==> src/rtl/addsub_arbiter_if.sv <==
// rtl/addsub_arbiter_if.sv - requester, datapath and result signals of the add/sub arbiter
interface addsub_arbiter_if #(
  parameter int SIZE = 4
);
  logic            req0_valid;
  logic            req0_ready;
  logic [SIZE-1:0] req0_a;
  logic [SIZE-1:0] req0_b;
  logic            req0_sub;
  logic            req1_valid;
  logic            req1_ready;
  logic [SIZE-1:0] req1_a;
  logic [SIZE-1:0] req1_b;
  logic            req1_sub;
  logic [SIZE-1:0] dp_a;
  logic [SIZE-1:0] dp_b;
  logic            dp_ctrl;
  logic [SIZE-1:0] dp_sum;
  logic [SIZE-1:0] dp_cout;
  logic            res_valid;
  logic            res_ready;
  logic [SIZE-1:0] res_sum;
  logic            res_cout;
  logic            res_ovf;
  logic            res_id;
  logic            busy;

  modport slave (
    input  req0_valid, req0_a, req0_b, req0_sub,
    output req0_ready,
    input  req1_valid, req1_a, req1_b, req1_sub,
    output req1_ready,
    output dp_a, dp_b, dp_ctrl,
    input  dp_sum, dp_cout,
    output res_valid, res_sum, res_cout, res_ovf, res_id,
    input  res_ready,
    output busy
  );

  modport master (
    output req0_valid, req0_a, req0_b, req0_sub,
    input  req0_ready,
    output req1_valid, req1_a, req1_b, req1_sub,
    input  req1_ready,
    input  dp_a, dp_b, dp_ctrl,
    output dp_sum, dp_cout,
    input  res_valid, res_sum, res_cout, res_ovf, res_id,
    output res_ready,
    input  busy
  );
endinterface

==> src/rtl/addsub_arbiter.sv <==
// rtl/addsub_arbiter.sv - round-robin sharing of one combinational add/sub datapath between two requesters
module addsub_arbiter #(
  parameter int SIZE = 4
) (
  input logic             clk,
  input logic             rst_n,
  addsub_arbiter_if.slave bus
);
  typedef enum logic [1:0] {IDLE, EXEC, DONE} state_t;

  state_t          state_q, state_d;
  logic            prio_q, prio_d;
  logic            id_q, id_d;
  logic [SIZE-1:0] dp_a_q, dp_a_d;
  logic [SIZE-1:0] dp_b_q, dp_b_d;
  logic            dp_ctrl_q, dp_ctrl_d;
  logic            res_valid_q, res_valid_d;
  logic [SIZE-1:0] res_sum_q, res_sum_d;
  logic            res_cout_q, res_cout_d;
  logic            res_ovf_q, res_ovf_d;
  logic            res_id_q, res_id_d;
  logic            grant;
  logic            take;
  logic            unused_cout;

  // Ready is gated by rst_n so both readies read low while reset is held.
  always_comb begin
    grant = bus.req1_valid;
    if (bus.req0_valid && bus.req1_valid) begin
      grant = prio_q;
    end
  end

  assign take           = rst_n && (state_q == IDLE) && (bus.req0_valid || bus.req1_valid);
  assign bus.req0_ready = take && !grant;
  assign bus.req1_ready = take && grant;

  always_comb begin
    state_d     = state_q;
    prio_d      = prio_q;
    id_d        = id_q;
    dp_a_d      = dp_a_q;
    dp_b_d      = dp_b_q;
    dp_ctrl_d   = dp_ctrl_q;
    res_valid_d = res_valid_q;
    res_sum_d   = res_sum_q;
    res_cout_d  = res_cout_q;
    res_ovf_d   = res_ovf_q;
    res_id_d    = res_id_q;
    case (state_q)
      IDLE: begin
        if (take) begin
          dp_a_d    = grant ? bus.req1_a   : bus.req0_a;
          dp_b_d    = grant ? bus.req1_b   : bus.req0_b;
          dp_ctrl_d = grant ? bus.req1_sub : bus.req0_sub;
          id_d      = grant;
          prio_d    = !grant;
          state_d   = EXEC;
        end
      end
      EXEC: begin
        // The carry chain has had a full cycle to settle from the registered operands.
        res_sum_d   = bus.dp_sum;
        res_cout_d  = bus.dp_cout[SIZE-1];
        res_ovf_d   = bus.dp_cout[SIZE-1] ^ bus.dp_cout[SIZE-2];
        res_id_d    = id_q;
        res_valid_d = 1'b1;
        state_d     = DONE;
      end
      DONE: begin
        if (bus.res_ready) begin
          res_valid_d = 1'b0;
          state_d     = IDLE;
        end
      end
      default: state_d = IDLE;
    endcase
  end

  always_ff @(posedge clk or negedge rst_n) begin
    if (!rst_n) begin
      state_q     <= IDLE;
      prio_q      <= 1'b0;
      id_q        <= 1'b0;
      dp_a_q      <= '0;
      dp_b_q      <= '0;
      dp_ctrl_q   <= 1'b0;
      res_valid_q <= 1'b0;
      res_sum_q   <= '0;
      res_cout_q  <= 1'b0;
      res_ovf_q   <= 1'b0;
      res_id_q    <= 1'b0;
    end else begin
      state_q     <= state_d;
      prio_q      <= prio_d;
      id_q        <= id_d;
      dp_a_q      <= dp_a_d;
      dp_b_q      <= dp_b_d;
      dp_ctrl_q   <= dp_ctrl_d;
      res_valid_q <= res_valid_d;
      res_sum_q   <= res_sum_d;
      res_cout_q  <= res_cout_d;
      res_ovf_q   <= res_ovf_d;
      res_id_q    <= res_id_d;
    end
  end

  assign bus.dp_a      = dp_a_q;
  assign bus.dp_b      = dp_b_q;
  assign bus.dp_ctrl   = dp_ctrl_q;
  assign bus.res_valid = res_valid_q;
  assign bus.res_sum   = res_sum_q;
  assign bus.res_cout  = res_cout_q;
  assign bus.res_ovf   = res_ovf_q;
  assign bus.res_id    = res_id_q;
  assign bus.busy      = (state_q != IDLE);
  assign unused_cout   = ^bus.dp_cout;
endmodule

==> src/flat_wrapper.sv <==
// flat-port wrapper written by rule: the top's interface ports become plain ports
module addsub_arbiter_flat 
#(
  parameter int SIZE = 4
)
  (clk, rst_n, bus_req0_valid, bus_req0_a, bus_req0_b, bus_req0_sub, bus_req0_ready, bus_req1_valid, bus_req1_a, bus_req1_b, bus_req1_sub, bus_req1_ready, bus_dp_a, bus_dp_b, bus_dp_ctrl, bus_dp_sum, bus_dp_cout, bus_res_valid, bus_res_sum, bus_res_cout, bus_res_ovf, bus_res_id, bus_res_ready, bus_busy);
  addsub_arbiter_if #(.SIZE(SIZE)) bus_i ();
  input logic clk;
  input logic rst_n;
  input wire logic [$bits(bus_i.req0_valid)-1:0] bus_req0_valid;
  input wire logic [$bits(bus_i.req0_a)-1:0] bus_req0_a;
  input wire logic [$bits(bus_i.req0_b)-1:0] bus_req0_b;
  input wire logic [$bits(bus_i.req0_sub)-1:0] bus_req0_sub;
  output wire logic [$bits(bus_i.req0_ready)-1:0] bus_req0_ready;
  input wire logic [$bits(bus_i.req1_valid)-1:0] bus_req1_valid;
  input wire logic [$bits(bus_i.req1_a)-1:0] bus_req1_a;
  input wire logic [$bits(bus_i.req1_b)-1:0] bus_req1_b;
  input wire logic [$bits(bus_i.req1_sub)-1:0] bus_req1_sub;
  output wire logic [$bits(bus_i.req1_ready)-1:0] bus_req1_ready;
  output wire logic [$bits(bus_i.dp_a)-1:0] bus_dp_a;
  output wire logic [$bits(bus_i.dp_b)-1:0] bus_dp_b;
  output wire logic [$bits(bus_i.dp_ctrl)-1:0] bus_dp_ctrl;
  input wire logic [$bits(bus_i.dp_sum)-1:0] bus_dp_sum;
  input wire logic [$bits(bus_i.dp_cout)-1:0] bus_dp_cout;
  output wire logic [$bits(bus_i.res_valid)-1:0] bus_res_valid;
  output wire logic [$bits(bus_i.res_sum)-1:0] bus_res_sum;
  output wire logic [$bits(bus_i.res_cout)-1:0] bus_res_cout;
  output wire logic [$bits(bus_i.res_ovf)-1:0] bus_res_ovf;
  output wire logic [$bits(bus_i.res_id)-1:0] bus_res_id;
  input wire logic [$bits(bus_i.res_ready)-1:0] bus_res_ready;
  output wire logic [$bits(bus_i.busy)-1:0] bus_busy;
  assign bus_i.req0_valid = bus_req0_valid;
  assign bus_i.req0_a = bus_req0_a;
  assign bus_i.req0_b = bus_req0_b;
  assign bus_i.req0_sub = bus_req0_sub;
  assign bus_req0_ready = bus_i.req0_ready;
  assign bus_i.req1_valid = bus_req1_valid;
  assign bus_i.req1_a = bus_req1_a;
  assign bus_i.req1_b = bus_req1_b;
  assign bus_i.req1_sub = bus_req1_sub;
  assign bus_req1_ready = bus_i.req1_ready;
  assign bus_dp_a = bus_i.dp_a;
  assign bus_dp_b = bus_i.dp_b;
  assign bus_dp_ctrl = bus_i.dp_ctrl;
  assign bus_i.dp_sum = bus_dp_sum;
  assign bus_i.dp_cout = bus_dp_cout;
  assign bus_res_valid = bus_i.res_valid;
  assign bus_res_sum = bus_i.res_sum;
  assign bus_res_cout = bus_i.res_cout;
  assign bus_res_ovf = bus_i.res_ovf;
  assign bus_res_id = bus_i.res_id;
  assign bus_i.res_ready = bus_res_ready;
  assign bus_busy = bus_i.busy;
  addsub_arbiter #(.SIZE(SIZE)) u_core (.clk(clk), .rst_n(rst_n), .bus(bus_i));
endmodule
==> config.mk <==
export PLATFORM = sky130hd
export DESIGN_NAME = addsub_arbiter_flat
export DESIGN_NICKNAME = d
export VERILOG_FILES = /design/src/rtl/addsub_arbiter_if.sv /design/src/rtl/addsub_arbiter.sv /design/src/flat_wrapper.sv
export SDC_FILE = /design/constraint.sdc
export NUM_CORES = 1
export LEC_CHECK = 0
export ABC_CLOCK_PERIOD_IN_PS = 3000
export CAP_MARGIN = 20
export CORE_MARGIN = 4
export CORE_UTILIZATION = 39
export CTS_CLUSTER_DIAMETER = 200
export DETAILED_ROUTE_END_ITERATION = 6
export PLACE_DENSITY = 0.85
export SYNTH_ARGS = -nofsm -noshare
export SYNTH_HDL_FRONTEND = slang
export SYNTH_SLANG_ARGS = --single-unit
==> constraint.sdc <==
create_clock -name clk -period 3 [get_ports clk]
set_input_delay 0.6 -clock clk [delete_from_list [all_inputs] [get_ports clk]]
set_output_delay 0.6 -clock clk [all_outputs]
set_load 0.02 [all_outputs]
### After elaboration in Yosys (flattened, before gate mapping)

Cells that the tools add are included.

* equal/unequal tests: 4
* multiplexer cells: 9
* bitwise logic cells: 1
* reduce and logical (&&, ||, !) cells: 13

Operator list (count)
* $mux 4: 2
* $pmux 2 s3: 1
* $reduce_and 2->1: 3
* $logic_and 1x1->1: 5
* $mux 2: 2
* $reduce_bool 2->1: 2
* $mux 1: 3
* $eq 2x1->1 const B: 1
* $eq 2x2->1 const B: 1
* $logic_not 2->1: 1
* $ne 2x1->1 const B: 1
* $ne 2x2->1 const B: 1
* $pmux 1 s2: 1
* $logic_not 1->1: 1
* $logic_or 1x1->1: 1
* $xor 1x1->1: 1

* output and inout bits: 20
* bits in registers: 21
* logic and storage cells: 38

### Logic depth before layout (Yosys ltp)

Gate-level depths: netlist of run 1.

* depth after elaboration: 5
* depth in mapped cells: 4

### Worst setup path after synthesis of run 1

OpenSTA, ideal clock, no wires.

* path kind: input-to-output
* from: input rst_n
* to: output bus_req1_ready
* arrival time: 1243 ps
* path slack: 1157 ps
* buffers on the path: 1
* stages: 4
* cell sequence: nor3b_2 nand3_1 clkbuf_1 inv_2

* cells in the longest elaborated chain, start to end: 3

RTL lines
* start, declared: line flat_wrapper.sv:9 `input logic rst_n;`
* $logic_and 1x1->1 (2 in a row): line addsub_arbiter.sv:34 `assign take = rst_n && (state_q == IDLE) && (bus.req0_valid || bus.req1_valid);`
* $logic_and 1x1->1: line addsub_arbiter.sv:36 `assign bus.req1_ready = take && grant;`
* end, declared: line flat_wrapper.sv:19 `output wire logic [$bits(bus_i.req1_ready)-1:0] bus_req1_ready;`

No other way between the ends.

### Worst setup path in the final report of run 1

* from: input rst_n
* to: output bus_req0_ready

* cells in the longest elaborated chain, start to end: 3

RTL lines
* $logic_and 1x1->1 (2 in a row): line addsub_arbiter.sv:34
* $logic_and 1x1->1: line addsub_arbiter.sv:35 `assign bus.req0_ready = take && !grant;`
* end, declared: line flat_wrapper.sv:14 `output wire logic [$bits(bus_i.req0_ready)-1:0] bus_req0_ready;`

No other way between the ends.

==> out/results.env, run 1 <==
RUN_STATUS='finished clean'
OVERFLOW=0
WORSTPATHARRIVAL_NS=2.11
HOLD-WORST-SLACK_NS=0.503
WORST_PATH_MOST_REPEATED_CELL='clkdlybuf4s50_1'
CTS_SINKS=21
FIN_WORST_SKEW_NS=0.00692
SYNTH.FF_LATCH_COUNT=21
AREAGROWTHSYNTHTOFINISH_PCT=59.1
DRV.MAX_CAP_VIOLATION_COUNT=0
NUMPORTBUFFERS=48
DIE_W_UM=56.6
CLOCK_LATENCY_NS=0.30
SYNTH-EDFF-COUNT=0
GLOBALROUTETOTALUTIL=0.158
VIASPERCELL=5.19
AREA_INSIDE_THE_CORE_BOUNDARY_SQ_UM=2230
GRT_USE_MET2=0.264
CLOCK-ROOT-BUFFER='clkbuf_4'
STD_CELL_ROWS=17
NUM_IO_PINS=51
INITIAL_ANTENNA_VIOLATION_COUNT=0
FINAL_HOLD_VIOLATION_COUNT=0
DRT-INITIAL-DRC-COUNT=2
YS_ASYNC_SR_FRACTION=1.00
POST-ROUTE-DRC-COUNT=0
SYNTH_TOP_CELL_BY_AREA='dfrtp_1'
POST_DP_CELL_AREA_SQ_UM=1440
NETLIST_TOP_CELLS_AREA='dfrtp_1, o221a_1, o21bai_1, mux2_1, o21ai_1'
VIA_COUNT_OF_THE_FIRST_GLOBAL_ROUTING_PASS=888
DRV_SLEW=0
CRITPATHCAPTURETYPE='output pin'
YOSYSSEQAREASHARE=0.571
FILL_CELL_COUNT=196
ANTENNA_CELLS=0
DP_WORST_SETUP_SLACK_NS=0.302
FINISH.INSTANCE_AREA_SQ_UM=1470
POSTCTSRESIZEDCELLS=0
YS.WARNINGS.COUNT=0
TIMING.SETUP.TNS_NS=0
CRITICAL_PATH.STARTPOINT='rst_n'
GRT_START_MAX_NET_PINS=23
DETAIL_ROUTE.WL_PER_CELL_UM=14.8
POWERDENSITY_nW_PER_UM2=874
SYN_AVG_CELL_AREA_SQ_UM=12.4
DOMINANTREGCELLSYNTH='dfrtp_1'
CRIT_PATH_START_KIND='input port'
FIRST_PASS_ITERS=2
MAX_CLOCK_FREQ_GHz=0.369
POST_ROUTE_CELLS_DRIVE_ABOVE_1_SHARE=0.0794
SETUP_SLACK_AFTER_LAYOUT_NS=0.291
POST_SYNTH_INST_COUNT=74
PLACE.GP.CONGESTION=0.716
NUM-NETS-FINAL=158
GRT_SETUP_UNREPAIRED='no'
TIGHTEST_SLEW_NS=0.480
CRIT_PATH_CELL_TRACE='clkdlybuf4s50_1 > nor3b_2 > nand3_1 > inv_1 > clkdlybuf4s50_1'
INITIAL_CORE_UTIL=0.412
TIMING.FINAL.CRIT_SHARE=0.903
USE_MET1=0.182
SLOWEST_DELAY_NS=0.60
GR-USAGE-MET3=0.0460
GLOBAL_ROUTE_WIRE_LENGTH_BEFORE_REPAIR_UM=3890
SYNTHESIS.NETS=105
CTS.CLK_SLEW.WORST_PATHS_NS=0.10
MAPPEDNETLISTAREA_SQ_UM=921
HPWLAFTERDP_UM=1780
CRITPATHMAXFANOUT=2
REPORT.POWER.TOTAL_mW=1.28
FP.DIEAREA_SQ_UM=3200
CTS_HTREE_LEVELS=1
HOLDCRITSTARTPOINT='u_core.bus.res_id$_DFFE_PN0P_'
CRIT_PATH_CLASS='in2out'
CTS_TREE='yes'
YOSYS.AREA.TOP_TYPE_SHARE=0.571
VIAS=799
SYNTH_MOST_COMMON_CELL='dfrtp_1'
SETUP_VIOL_COUNT_FINAL=0
WIRELENGTH_UM=2280
CTS_INSERTED_BUFFERS=3
CRITICAL_PATH.SLOWEST_CELL='clkdlybuf4s50_1'
VDD_DROP_MAX_uV=466
CELLLEAKAGEPOWER_nW=0.605
MOST_HEAVILY_USED_METAL_LAYER_IN_GLOBAL_ROUTING='met2'
HOLD_CLASS='reg2reg'
CTS_HOLD_REPAIR.BUFFERS=0
CTSLONGESTPATHBUFFERS=2
CRIT_REQUIRED_NS=2.40
ANTENNA_LEFT=0
FIN_CRIT_NS=2.71
SYNTH.CELLS.MOST_FREQUENT='dfrtp_1, o21bai_1, o221a_1'
CTS_SETUP_BUFFERS=0
YOSYS.CELL_TYPES.COUNT=22
WORSTREG2REGSTART='u_core.state_q[1]$_DFFE_PN0P_'
DIE_HEIGHT_UM=56.6
RELATIVE_SLEW_SLACK=0.679
## area by class of cell
type,instances,area (sq um),area share
Timing Repair Buffer,51,503,0.343
Tap cell,28,35.0,0.0239
Clock buffer,4,26.3,0.0179
Inverter,4,15.0,0.0102
Multi-Input combinational cell,46,360,0.246
Sequential cell,21,526,0.359
## registers in the layout, summed over array words and instances (netlist names)
signal and count:
u_core.bus.res_sum 4, u_core.prio_q 1, u_core.bus.res_ovf 1, u_core.id_q 1, u_core.bus.dp_ctrl 1, u_core.bus.res_valid 1, u_core.bus.dp_a 4, u_core.state_q 2
u_core.bus.res_id 1, u_core.bus.res_cout 1, u_core.bus.dp_b 4
## metrics by stage
stage	util	instances
after floorplan	-	74
after global placement	0.644	150
after detailed placement	0.644	150
after CTS	0.656	154
after global routing	0.656	154
final	0.656	154
## power by group
part	total, mW	leakage [nW]	switching (mW)	internal, mW
Clock	0.134	0.0150	0.0818	0.0519
Combinational	0.662	0.348	0.304	0.359
Sequential	0.484	0.242	0.0739	0.410
Total	1.28	0.605	0.460	0.821
## logic make-up after synthesis
| group | Yosys count | share of synthesized area |
|---|---|---|
| compound gates | 24 | 0.219 |
| flops | 21 | 0.571 |
| simple gates | 16 | 0.102 |
| buf+inv | 7 | 0.0380 |
| mux | 5 | 0.0611 |
| xor+xnor | 1 | 0.00951 |
## critical path: cells and delay by family
kind                   cells  cell delay (ns)
AND/OR/NAND/NOR            2             0.35
buffers and inverters      3             1.16
## metal layers
metal	vias up	share of wire
met5	-	0
met4	0	0.020
met3	5	0.11
met2	42	0.47
met1	377	0.41
li1	375	-
## final timing paths
kind | cells after the start | to | slack, ns
min | 2 | u_core.bus.res_id$_DFFE_PN0P_ | 0.50
max | 5 | bus_req0_ready | 0.29
min reg2reg | 2 | u_core.bus.res_id$_DFFE_PN0P_ | 0.50
max reg2reg | 3 | u_core.bus.dp_a[2]$_DFFE_PN0P_ | 1.50
max in group asynchronous | 2 | u_core.bus.dp_b[2]$_DFFE_PN0P_ | 2.12
min in group asynchronous | 2 | u_core.bus.res_cout$_DFFE_PN0P_ | 0.66
## layout by cell type (no fill, tap or decap), drive strengths merged
master	count
nand2b	2
buf	3
o21a	1
xnor2	1
nand3	2
or2	1
nand2	5
nor3b	1
o21bai	9
o221a	9
a21oi	1
or3b	1
inv	4
o21ai	4
dfrtp	21
clkdlybuf4s50	48
clkbuf	4
nor2	4
mux2	5
No activity file was read; power rests on OpenSTA's default activity.
==> run 2, diff against run 1 <==
--- a/config.mk
+++ b/config.mk
@@ -7,7 +7,6 @@
 export LEC_CHECK = 0
 export ABC_CLOCK_PERIOD_IN_PS = 3000
 export CAP_MARGIN = 20
-export CORE_MARGIN = 4
 export CORE_UTILIZATION = 39
 export CTS_CLUSTER_DIAMETER = 200
 export DETAILED_ROUTE_END_ITERATION = 6
==> run 2 against run 1 <==
Net effect: sequential power barely moved; register-to-register slack about the same; total power increased by 0.32%; flip-flop and latch count is the same; first-iteration DRC count fell by 50%; clock skew down 0.0034 ns; routed wire length fell by 7.2%; critical endpoint is now bus_req1_ready; largest cell class unchanged.
==> out/results.env, run 2 (synthesized netlist as in run 1, its figures left out) <==
SLOWEST_DELAY_NS=0.59  # about the same
CTS_SETUP_BUFFERS=0  # unchanged
CRIT_PATH_CLASS='in2out'
CTS_HOLD_REPAIR.BUFFERS=0  # unchanged
FIRST_PASS_ITERS=3  # +1
CRIT_PATH_CELL_TRACE='clkdlybuf4s50_1 > nor3b_2 > nand3_1 > inv_2 > clkdlybuf4s50_1'
ANTENNA_LEFT=0  # unchanged
CRITICAL_PATH.TOP_DELAY_FAMILY='buffers and inverters'
FINAL_HOLD_VIOLATION_COUNT=0  # unchanged
DRV.MAX_CAP_VIOLATION_COUNT=0  # unchanged
MAX_CLOCK_FREQ_GHz=0.370  # +0.11%
TIMING.FINAL.CRIT_SHARE=0.902  # -0.000984
CTSLONGESTPATHBUFFERS=2  # unchanged
RELATIVE_SLEW_SLACK=0.698  # +0.0190
INTERNAL_POWER_mW=0.819  # -0.16%
NUM_IO_PINS=51  # unchanged
PLACEDCELLCOUNT=150  # unchanged
CTS_TREE='yes'
CTS_INSERTED_BUFFERS=3  # unchanged
FIN_WORST_SKEW_NS=0.00355  # -0.00337 ns
HPWLAFTERDP_UM=1590  # -10%
CRITPATHCAPTURETYPE='output pin'
WORSTPATHARRIVAL_NS=2.11  # about the same
POSTCTSRESIZEDCELLS=0  # unchanged
CRITPATHMAXFANOUT=2  # unchanged
NUM-NETS-FINAL=158  # unchanged
DIE_W_UM=50.6  # -11%
INSTANCES_NO_FILL=154  # unchanged
VIA_COUNT_OF_THE_FIRST_GLOBAL_ROUTING_PASS=782  # -12%
POST-ROUTE-DRC-COUNT=0  # unchanged
WIRELENGTH_UM=2110  # -7.2%
HOLD-WORST-SLACK_NS=0.503  # -0.000394 ns
POWERDENSITY_nW_PER_UM2=874  # about the same
CRIT_PATH_START_KIND='input port'
PLACE.GP.CONGESTION=0.667  # -6.8%
DRV_SLEW=0  # unchanged
GRT_START_MAX_NET_PINS=23  # unchanged
POST_ROUTE_CELLS_DRIVE_ABOVE_1_SHARE=0.0873  # +0.00794
STD_CELL_ROWS=17  # unchanged
LAYOUT.CELLS.MOST_COMMON_LIST='clkdlybuf4s50_1, dfrtp_1, o21bai_1, o221a_1'
AREAGROWTHSYNTHTOFINISH_PCT=59.5
OVERFLOW=0  # unchanged
FILL_CELL_COUNT=184  # -6.1%
CLOCK-ROOT-BUFFER='clkbuf_4'
INITIAL_ANTENNA_VIOLATION_COUNT=0  # unchanged
RUN_STATUS='finished clean'
SETUP_VIOL_COUNT_FINAL=0  # unchanged
SEQUENTIAL_CELL_AREA_SQ_UM=526  # unchanged
GLOBAL_ROUTE_WIRE_LENGTH_BEFORE_REPAIR_UM=3620  # -6.9%
INITIAL_CORE_UTIL=0.416  # +0.00396
CRIT_REQUIRED_NS=2.40  # about the same
CTS_SINKS=21  # unchanged
TIGHTEST_SLEW_NS=0.452  # -0.0284 ns
VIAS=764  # -4.4%
POWER.SHARE.CLOCK=0.108  # +0.004
MULTIINPUTGATEAREA_SQ_UM=360  # unchanged
TIMING.SETUP.TNS_NS=0  # unchanged
CTS.CLK_SLEW.WORST_PATHS_NS=0.12  # +0.02 ns
CRITICAL_PATH.N_BUFFERS_INVERTERS=3  # unchanged
REG2REG_SLACK_NS=1.51  # about the same
ANTENNA_CELLS=0  # unchanged
GRT_SETUP_UNREPAIRED='no'
MOSTFREQUENTLAYOUTCELL='clkdlybuf4s50_1'
NETSWITCHINGPOWER_mW=0.465  # +1.2%
SW_FRAC_OF_TOTAL=0.362  # +0.00306
DIE_HEIGHT_UM=50.6  # -11%
P_COMB_FRAC=0.514  # -0.003
VIASPERCELL=4.96  # -4.4%
HOLD_CLASS='reg2reg'
DETAIL_ROUTE.WL_PER_CELL_UM=13.7  # -7.2%
VDD_DROP_MAX_uV=508  # +9.1%
POWER.SHARE.SEQUENTIAL=0.377  # about the same
CTS_HTREE_LEVELS=1  # unchanged
CLOCK_LATENCY_NS=0.30  # about the same
WORST_PATH_MOST_REPEATED_CELL='clkdlybuf4s50_1'
GLOBALROUTETOTALUTIL=0.193  # +0.0346
NUMPORTBUFFERS=48  # unchanged
CRITICAL_PATH.SLOWEST_CELL='clkdlybuf4s50_1'
DRT-INITIAL-DRC-COUNT=1  # -1
FP.DIEAREA_SQ_UM=2560  # -20%
CELLLEAKAGEPOWER_nW=0.604  # -0.17%
AREA_INSIDE_THE_CORE_BOUNDARY_SQ_UM=2210  # -0.95%
FIN_CRIT_NS=2.71  # -0.00295 ns
## run 2: cell types whose count changed in the layout (fill, tap and decap cells not counted)
| cell | delta |
|---|---|
| clkbuf_1 | -1 |
| clkinvlp_4 | +1 |
## run 2: per-layer routing
metal,wire length [um],up-vias,GRT usage
met4,27,0,0.0833
met3,122,4,0.0333
li1,-,375,-
met1,945,348,0.246
met5,0,-,0
met2,1020,37,0.320
## run 2: cell type report
| type | instances | area share |
|---|---|---|
| Clock buffer | 3 | 0.0153 |
| Clock inverter | 1 | 0.00511 |
| Inverter | 4 | 0.0102 |
| Sequential cell | 21 | 0.358 |
| Tap cell | 28 | 0.0239 |
| Multi-Input combinational cell | 46 | 0.245 |
| Timing Repair Buffer | 51 | 0.342 |
## run 2: final timing paths
kind                                              startpoint                                 to  cells after the start
max                                                    rst_n                     bus_req1_ready                      5
max in group asynchronous                              rst_n   u_core.bus.res_valid$_DFFE_PN0P_                      2
min reg2reg                u_core.bus.res_sum[0]$_DFFE_PN0P_  u_core.bus.res_sum[0]$_DFFE_PN0P_                      1
min in group asynchronous                              rst_n    u_core.bus.res_cout$_DFFE_PN0P_                      2
max reg2reg                    u_core.state_q[1]$_DFFE_PN0P_     u_core.bus.dp_ctrl$_DFFE_PN0P_                      3
min                        u_core.bus.res_sum[0]$_DFFE_PN0P_  u_core.bus.res_sum[0]$_DFFE_PN0P_                      1
## run 2: per-stage QoR
stage	area (sq um)	worst slack (ns)	total power [mW]	utilization
floorplan	921	1.16	0.828	-
detailed placement	1440	0.307	1.15	0.650
CTS	1470	0.300	1.29	0.664
global placement	1440	0.302	1.13	0.650
global route	1470	0.181	1.37	0.664
finish	1470	0.294	1.28	0.664
## run 2: power by group through the flow
| stage | registers, mW | logic [mW] | clock network, mW |
|---|---|---|---|
| 2_1_floorplan | 0.619 | 0.209 | 0 |
| 3_3_place_gp | 0.483 | 0.648 | 0 |
| 3_5_place_dp | 0.488 | 0.662 | 0 |
| 4_1_cts | 0.485 | 0.665 | 0.142 |
| 5_1_grt | 0.501 | 0.708 | 0.158 |
| 6_report | 0.485 | 0.660 | 0.139 |
